[config.mk]
export PLATFORM = sky130hd
export DESIGN_NAME = security_bus_initiator_flat
export DESIGN_NICKNAME = d
export VERILOG_FILES = /design/src/rtl/security_bus_initiator_pkg.sv /design/src/rtl/security_bus_initiator_if.sv /design/src/rtl/security_bus_initiator_bus_watchdog.sv /design/src/rtl/security_bus_initiator.sv /design/src/flat_wrapper.sv
export SDC_FILE = /design/constraint.sdc
export NUM_CORES = 1
export LEC_CHECK = 0
export ABC_CLOCK_PERIOD_IN_PS = 3400
export CAP_MARGIN = 20
export CORE_AREA = 2 2 98 100
export DETAILED_ROUTE_END_ITERATION = 10
export DIE_AREA = 0 0 100 102
export DONT_BUFFER_PORTS = 1
export PLACE_DENSITY = 0.68
export SLEW_MARGIN = 10
export SYNTH_ARGS = -nofsm -noshare
export SYNTH_HDL_FRONTEND = slang
export SYNTH_SLANG_ARGS = --single-unit
[constraint.sdc]
create_clock -name clk -period 3.4 [get_ports clk]
set_input_delay 0.51 -clock clk [delete_from_list [all_inputs] [get_ports clk]]
set_output_delay 0.51 -clock clk [all_outputs]
set_load 0.01 [all_outputs]
[src/rtl/security_bus_initiator_pkg.sv]
// Shared definitions for the security bus initiator:
//   - default core address on the peripheral bus
//   - command codes of the key-check sequence
//   - FSM state encoding
//   - helpers that map the command index (0..3) to a bus command and its write data
package security_bus_initiator_pkg;

    localparam logic [15:0] SEG_CORE_ADDR = 16'h0016;

    localparam logic [3:0] CMD_NONE      = 4'd0;
    localparam logic [3:0] CMD_CLAVE_H   = 4'd1;
    localparam logic [3:0] CMD_CLAVE_L   = 4'd2;
    localparam logic [3:0] CMD_COINCIDEN = 4'd3;
    localparam logic [3:0] CMD_INFORMAR  = 4'd4;

    typedef enum logic [2:0] {
        ST_IDLE   = 3'd0,
        ST_ISSUE  = 3'd1,
        ST_WAIT   = 3'd2,
        ST_GAP    = 3'd3,
        ST_FINISH = 3'd4
    } state_t;

    function automatic logic [3:0] cmd_code(input logic [1:0] idx);
        case (idx)
            2'd0:    cmd_code = CMD_CLAVE_H;
            2'd1:    cmd_code = CMD_CLAVE_L;
            2'd2:    cmd_code = CMD_COINCIDEN;
            default: cmd_code = CMD_INFORMAR;
        endcase
    endfunction

    // Only the two key-load commands carry write data.
    function automatic logic [15:0] cmd_data(input logic [31:0] key, input logic [1:0] idx);
        case (idx)
            2'd0:    cmd_data = key[31:16];
            2'd1:    cmd_data = key[15:0];
            default: cmd_data = 16'h0000;
        endcase
    endfunction

endpackage

[src/rtl/security_bus_initiator_if.sv]
// Processor peripheral handshake bus between the initiator and the security core.
//   addr    16  bus address
//   data_o  16  write data towards the peripheral
//   en       1  bus enable
//   cmd      4  command code
//   isDone   1  peripheral completion flag
//   data_i  16  read data from the peripheral
// master: initiator side, slave: peripheral side.
interface security_bus_initiator_if;
    logic [15:0] addr;
    logic [15:0] data_o;
    logic        en;
    logic [3:0]  cmd;
    logic        isDone;
    logic [15:0] data_i;

    modport master (output addr, data_o, en, cmd, input isDone, data_i);
    modport slave  (input addr, data_o, en, cmd, output isDone, data_i);
endinterface

[src/rtl/security_bus_initiator_bus_watchdog.sv]
// Per-command watchdog for the WAIT phase.
//   clk, reset  clock and async active-low reset
//   clear       reload the timer (one cycle before waiting starts)
//   enable      count down while waiting for isDone
//   expired     high on the TIMEOUT_CYCLES-th enabled cycle after clear
// Down-counter saturating at zero, so it can never wrap back to a live value.
module security_bus_initiator_bus_watchdog #(
    parameter int unsigned TIMEOUT_CYCLES = 255
) (
    input  logic clk,
    input  logic reset,
    input  logic clear,
    input  logic enable,
    output logic expired
);

    // Loading TIMEOUT_CYCLES-1 makes the terminal count coincide with the
    // TIMEOUT_CYCLES-th waiting cycle itself.
    localparam logic [15:0] LOAD = 16'(TIMEOUT_CYCLES - 1);

    logic [15:0] count;

    always_ff @(posedge clk or negedge reset) begin
        if (!reset) begin
            count <= '0;
        end else if (clear) begin
            count <= LOAD;
        end else if (enable && (count != 16'd0)) begin
            count <= count - 16'd1;
        end
    end

    assign expired = (count == 16'd0);

endmodule

[src/rtl/security_bus_initiator.sv]
// Bus-master sequencer that runs the key check against the security core:
// CLAVE_H(key[31:16]) -> CLAVE_L(key[15:0]) -> COINCIDEN -> INFORMAR.
//   clk, reset   clock and async active-low reset
//   start, key_i request (accepted only in IDLE) and key captured with it
//   busy, done   sequence in flight / one-cycle end pulse
//   match        COINCIDEN result bit 0
//   status       INFORMAR result bits [2:0]
//   timeout_err  a command saw no isDone within TIMEOUT_CYCLES
//   bus          master side of the peripheral handshake
//
// state  | meaning
// IDLE   | waiting for start
// ISSUE  | first enabled cycle of a command; isDone ignored (may be stale)
// WAIT   | bus held stable until isDone or watchdog expiry
// GAP    | en low for GAP_CYCLES between commands
// FINISH | done pulse, bus fields cleared
module security_bus_initiator
    import security_bus_initiator_pkg::*;
#(
    parameter logic [15:0] CORE_ADDR      = SEG_CORE_ADDR,
    parameter int unsigned TIMEOUT_CYCLES = 255,
    parameter int unsigned GAP_CYCLES     = 1
) (
    input  logic                       clk,
    input  logic                       reset,
    input  logic                       start,
    input  logic [31:0]                key_i,
    output logic                       busy,
    output logic                       done,
    output logic                       match,
    output logic [2:0]                 status,
    output logic                       timeout_err,
    security_bus_initiator_if.master   bus
);

    localparam logic [15:0] GAP_LOAD = 16'(GAP_CYCLES - 1);

    state_t      state;
    logic [1:0]  idx;
    logic [1:0]  idx_next;
    logic [31:0] key_reg;
    logic [15:0] gap_cnt;
    logic        wd_expired;

    assign idx_next = idx + 2'd1;

    security_bus_initiator_bus_watchdog #(
        .TIMEOUT_CYCLES (TIMEOUT_CYCLES)
    ) u_watchdog (
        .clk     (clk),
        .reset   (reset),
        .clear   (state == ST_ISSUE),
        .enable  (state == ST_WAIT),
        .expired (wd_expired)
    );

    // Outputs are registered: the bus fields for a command are loaded on the
    // edge that enters ISSUE, so en is high for the whole ISSUE cycle.
    always_ff @(posedge clk or negedge reset) begin
        if (!reset) begin
            state       <= ST_IDLE;
            idx         <= 2'd0;
            key_reg     <= '0;
            gap_cnt     <= '0;
            busy        <= 1'b0;
            done        <= 1'b0;
            match       <= 1'b0;
            status      <= 3'd0;
            timeout_err <= 1'b0;
            bus.addr    <= '0;
            bus.data_o  <= '0;
            bus.en      <= 1'b0;
            bus.cmd     <= CMD_NONE;
        end else begin
            done <= 1'b0;
            case (state)
                ST_IDLE: begin
                    if (start) begin
                        key_reg     <= key_i;
                        idx         <= 2'd0;
                        busy        <= 1'b1;
                        timeout_err <= 1'b0;
                        bus.en      <= 1'b1;
                        bus.addr    <= CORE_ADDR;
                        bus.cmd     <= cmd_code(2'd0);
                        bus.data_o  <= cmd_data(key_i, 2'd0);
                        state       <= ST_ISSUE;
                    end
                end
                ST_ISSUE: begin
                    state <= ST_WAIT;
                end
                ST_WAIT: begin
                    // isDone takes priority over a watchdog expiring in the same cycle.
                    if (bus.isDone) begin
                        if (idx == 2'd2) match  <= bus.data_i[0];
                        if (idx == 2'd3) status <= bus.data_i[2:0];
                        bus.en  <= 1'b0;
                        gap_cnt <= GAP_LOAD;
                        state   <= ST_GAP;
                    end else if (wd_expired) begin
                        timeout_err <= 1'b1;
                        bus.en      <= 1'b0;
                        bus.cmd     <= CMD_NONE;
                        bus.addr    <= '0;
                        bus.data_o  <= '0;
                        busy        <= 1'b0;
                        done        <= 1'b1;
                        state       <= ST_FINISH;
                    end
                end
                ST_GAP: begin
                    if (gap_cnt != 16'd0) begin
                        gap_cnt <= gap_cnt - 16'd1;
                    end else if (idx == 2'd3) begin
                        bus.cmd    <= CMD_NONE;
                        bus.addr   <= '0;
                        bus.data_o <= '0;
                        busy       <= 1'b0;
                        done       <= 1'b1;
                        state      <= ST_FINISH;
                    end else begin
                        idx        <= idx_next;
                        bus.en     <= 1'b1;
                        bus.addr   <= CORE_ADDR;
                        bus.cmd    <= cmd_code(idx_next);
                        bus.data_o <= cmd_data(key_reg, idx_next);
                        state      <= ST_ISSUE;
                    end
                end
                ST_FINISH: begin
                    state <= ST_IDLE;
                end
                default: begin
                    state <= ST_IDLE;
                end
            endcase
        end
    end

endmodule
[src/flat_wrapper.sv]
// flat-port wrapper written by rule: the top's interface ports become plain ports
module security_bus_initiator_flat import security_bus_initiator_pkg::*;
#(
    parameter logic [15:0] CORE_ADDR      = SEG_CORE_ADDR,
    parameter int unsigned TIMEOUT_CYCLES = 255,
    parameter int unsigned GAP_CYCLES     = 1
)
  (clk, reset, start, key_i, busy, done, match, status, timeout_err, bus_addr, bus_data_o, bus_en, bus_cmd, bus_isDone, bus_data_i);
  security_bus_initiator_if bus_i ();
  input  logic clk;
  input  logic reset;
  input  logic start;
  input  logic [31:0] key_i;
  output logic busy;
  output logic done;
  output logic match;
  output logic [2:0] status;
  output logic timeout_err;
  output wire logic [$bits(bus_i.addr)-1:0] bus_addr;
  output wire logic [$bits(bus_i.data_o)-1:0] bus_data_o;
  output wire logic [$bits(bus_i.en)-1:0] bus_en;
  output wire logic [$bits(bus_i.cmd)-1:0] bus_cmd;
  input wire logic [$bits(bus_i.isDone)-1:0] bus_isDone;
  input wire logic [$bits(bus_i.data_i)-1:0] bus_data_i;
  assign bus_addr = bus_i.addr;
  assign bus_data_o = bus_i.data_o;
  assign bus_en = bus_i.en;
  assign bus_cmd = bus_i.cmd;
  assign bus_i.isDone = bus_isDone;
  assign bus_i.data_i = bus_data_i;
  security_bus_initiator #(.CORE_ADDR(CORE_ADDR), .TIMEOUT_CYCLES(TIMEOUT_CYCLES), .GAP_CYCLES(GAP_CYCLES)) u_core (.clk(clk), .reset(reset), .start(start), .key_i(key_i), .busy(busy), .done(done), .match(match), .status(status), .timeout_err(timeout_err), .bus(bus_i));
endmodule
==> flow_metrics.py <==
metrics = {
    "synth": {
        "synth_largest_area_cell": "dfrtp_1",
        "yosysWarningCount": 0,
        "synth_edf_count": 0,
        "async_reset_ff_frac": 1.00,
        "synth-seq-cells": 97,
        "syn_inst": 438,
        "synth_cell_types": 53,
        "seq_area_frac_synth": 0.500,
        "yosys-top-cells-area": "dfrtp_1, mux2_2, mux2_4",
        "synth_top_cell_area_share": 0.500,
        "synth_top_flop_cell": "dfrtp_1",
        "synth_area_per_cell_um2": 11.1,
        "syn_area_um2": 4850,
    },
    "power_and_ir_drop": {
        "leakage_uw": 0.00221,
        "powerDensity_nw_per_um2": 917,
        "vdd_ir_drop_max_mv": 0.454,
        "fin_total_pwr_uw": 4640,
    },
    "clock_tree": {
        "clock_path_buffers": 2,
        "cts-buffers-inserted": 9,
        "cts_sinks": 97,
        "cts_tree": "built",
        "root_buffer": "clkbuf_8",
        "insertion_delay_ns": 0.35,
        "post_cts_buffers": 0,
        "h-tree-depth": 3,
        "post_cts_resized": 0,
        "clk_pin_slew_worst_paths_ns": 0.10,
    },
    "sta": {
        "max_freq_mhz": 396,
        "worstMarginPinSlew_ns": 0.937,
        "skew_ns": 0.0117,
        "relSlewSlack": 0.370,
        "setup_violations": 0,
        "slew_violations": 0,
        "holdWs_ns": 0.0440,
        "fin_crit_sh": 0.743,
        "hold_violations": 0,
        "finalCriticalPeriod_ns": 2.53,
        "setup_tns_ns": 0,
        "rsz0062_at_grt": "no",
    },
    "critical_path": {
        "end_kind": "flop",
        "critPathKind": "flop to flop",
        "cp_max_fo": 20,
        "path_cells": "inv_1 -> ha_1 -> or4b_1 -> nor4_4 -> o211a_4 -> nand2_4 -> mux2_4",
        "required_ns": 3.64,
        "startpoint_type": "flop",
        "slowest_stage": "or4b_1",
        "crit_family": "simple AND/OR/NAND/NOR gates",
        "crit_buf_inv": 1,
        "worstPathArrival_ns": 2.77,
        "cp_slowest_stage_delay_ns": 0.49,
    },
    "finish": {
        "seqCellArea_um2": 2430,
        "largest_reg_flops": 32,
        "mostFrequentLayoutCells": "dfrtp_1, nand2_1, mux2_2",
        "drive_gt1_frac": 0.189,
        "multiInputGateArea_um2": 2220,
        "final_common_cell": "dfrtp_1",
        "antenna_cells": 0,
        "nets": 488,
        "nFillCells": 796,
        "syn_to_final_growth_pct": 4.38,
    },
    "global_route": {
        "grt_pass1_vias": 3212,
        "grt_pass1_wl_mm": 15.8,
        "grt_max_degree": 98,
        "antenna_found_initial": 0,
        "overflow": 0,
        "grtUsageTotal": 0.195,
    },
    "run": {
        "max_cap_viol_count": 0,
    },
    "detailed_routing": {
        "drc": 0,
        "vias_per_cell": 5.77,
        "drtIter0Drc": 160,
        "routed_wl_mm": 9.34,
        "dr_total_vias": 3139,
        "drtAntennaViolNets": 0,
        "post_drt_wl_per_cell_um": 17.2,
        "firstDrtPassIters": 5,
    },
    "floorplanning": {
        "rows": 35,
        "die_y_um": 102,
        "die_w_um": 100,
        "initial_core_util": 0.533,
        "io_pins": 96,
        "core_area_um2": 9110,
        "dieArea_um2": 10200,
    },
    "worst_hold_path": {
        "hp-class": "input pin to asynchronous set/reset pin",
    },
    "placement": {
        "gp_congestion": 0.784,
        "port-buffer-count": 0,
        "dp_hpwl_mm": 6.33,
    },
    "outcome": {
        "status": "finished clean",
    },
}
[cells in the mapped netlist, drive strengths merged (2+ instances only)]
| cell type | count |
|---|---|
| a2111oi | 2 |
| a21bo | 2 |
| a21oi | 9 |
| a22oi | 16 |
| a31oi | 3 |
| and2 | 2 |
| buf | 24 |
| clkbuf | 12 |
| dfrtp | 97 |
| ha | 7 |
| inv | 11 |
| mux2 | 53 |
| nand2 | 39 |
| nand2b | 3 |
| nand3 | 11 |
| nand3b | 3 |
| nand4 | 5 |
| nor2 | 32 |
| nor3 | 5 |
| nor3b | 2 |
| nor4 | 14 |
| o211ai | 3 |
| o21ai | 24 |
| o311ai | 2 |
| o31ai | 3 |
| or2 | 3 |
| or3 | 10 |
| or4 | 5 |
| xnor2 | 12 |
| xor2 | 10 |
[path summary, 6_finish.rpt]
| check | from | to | slack (ns) | depth (start not counted) |
|---|---|---|---|---|
| max | u_core.gap_cnt[0] | u_core.bus.data_o[0] | 0.87 | 7 |
| min | reset | u_core.gap_cnt[10] | 0.04 | 1 |
| max reg2reg | u_core.gap_cnt[0] | u_core.bus.data_o[0] | 0.87 | 7 |
| min reg2reg | u_core.key_reg[7] | u_core.key_reg[7] | 0.52 | 1 |
| max in group asynchronous | reset | u_core.key_reg[25] | 2.97 | 1 |
| min in group clk | bus_data_i[0] | u_core.match | 0.29 | 1 |
[cell type report]
class / count / share of cell area
multi-input cells: 307 / 0.439
repair buffers: 3 / 0.00840
inverters: 11 / 0.00815
well taps: 111 / 0.0274
clock inverters: 6 / 0.0133
flip-flops and latches: 97 / 0.479
clock buffers: 9 / 0.0245
[per-stage QoR]
step           cell area, µm²   util  setup slack (ns)  std cells
2_1_floorplan            4900      -              1.17        451
3_3_place_gp             4840  0.532             0.887        528
3_5_place_dp             4840  0.532             0.883        528
4_1_cts                  5060  0.556             0.853        544
5_1_grt                  5060  0.556             0.596        544
6_report                 5060  0.556             0.875        544
[worst register-to-register path, stage by stage, from the launching register on]
cell and delay [ns]:
dfrtp_1 0.41, inv_1 0.06, ha_1 0.20, or4b_1 0.49, nor4_4 0.32, o211a_4 0.29
nand2_4 0.25, mux2_4 0.38
[where the power goes]
| group | leakage, µW | switching (µW) | internal [µW] | total (µW) |
|---|---|---|---|---|
| clock | 0.0000921 | 407 | 340 | 748 |
| combinational | 0.000915 | 963 | 914 | 1880 |
| sequential | 0.00121 | 415 | 1600 | 2020 |
| total | 0.00221 | 1790 | 2860 | 4640 |
[metal layers]
layer | wire (µm) | track usage | vias to the layer above
li1 | - | - | 1507
met1 | 4250 | 0.260 | 1560
met2 | 4450 | 0.317 | 68
met3 | 586 | 0.0616 | 4
met4 | 51 | 0.0453 | 0
met5 | 0 | 0 | -
[repair_timing]
| action | 4_1_cts | 5_1_grt |
|---|---|---|
| hold endpoints to repair | 97 | 0 |
| hold buffers | 1 | 0 |
| setup endpoints to repair | 0 | 0 |
[cell families after synthesis]
| group | count (synthesis) | synth area share |
|---|---|---|
| compound gates | 70 | 0.0967 |
| xor+xnor | 22 | 0.0397 |
| fa+ha+maj | 7 | 0.0181 |
| buf+inv | 47 | 0.0531 |
| flops | 97 | 0.500 |
| mux | 54 | 0.138 |
| other cells | 1 | 0.000773 |
| simple gates | 140 | 0.153 |
Power figures use the tool's default switching activity.
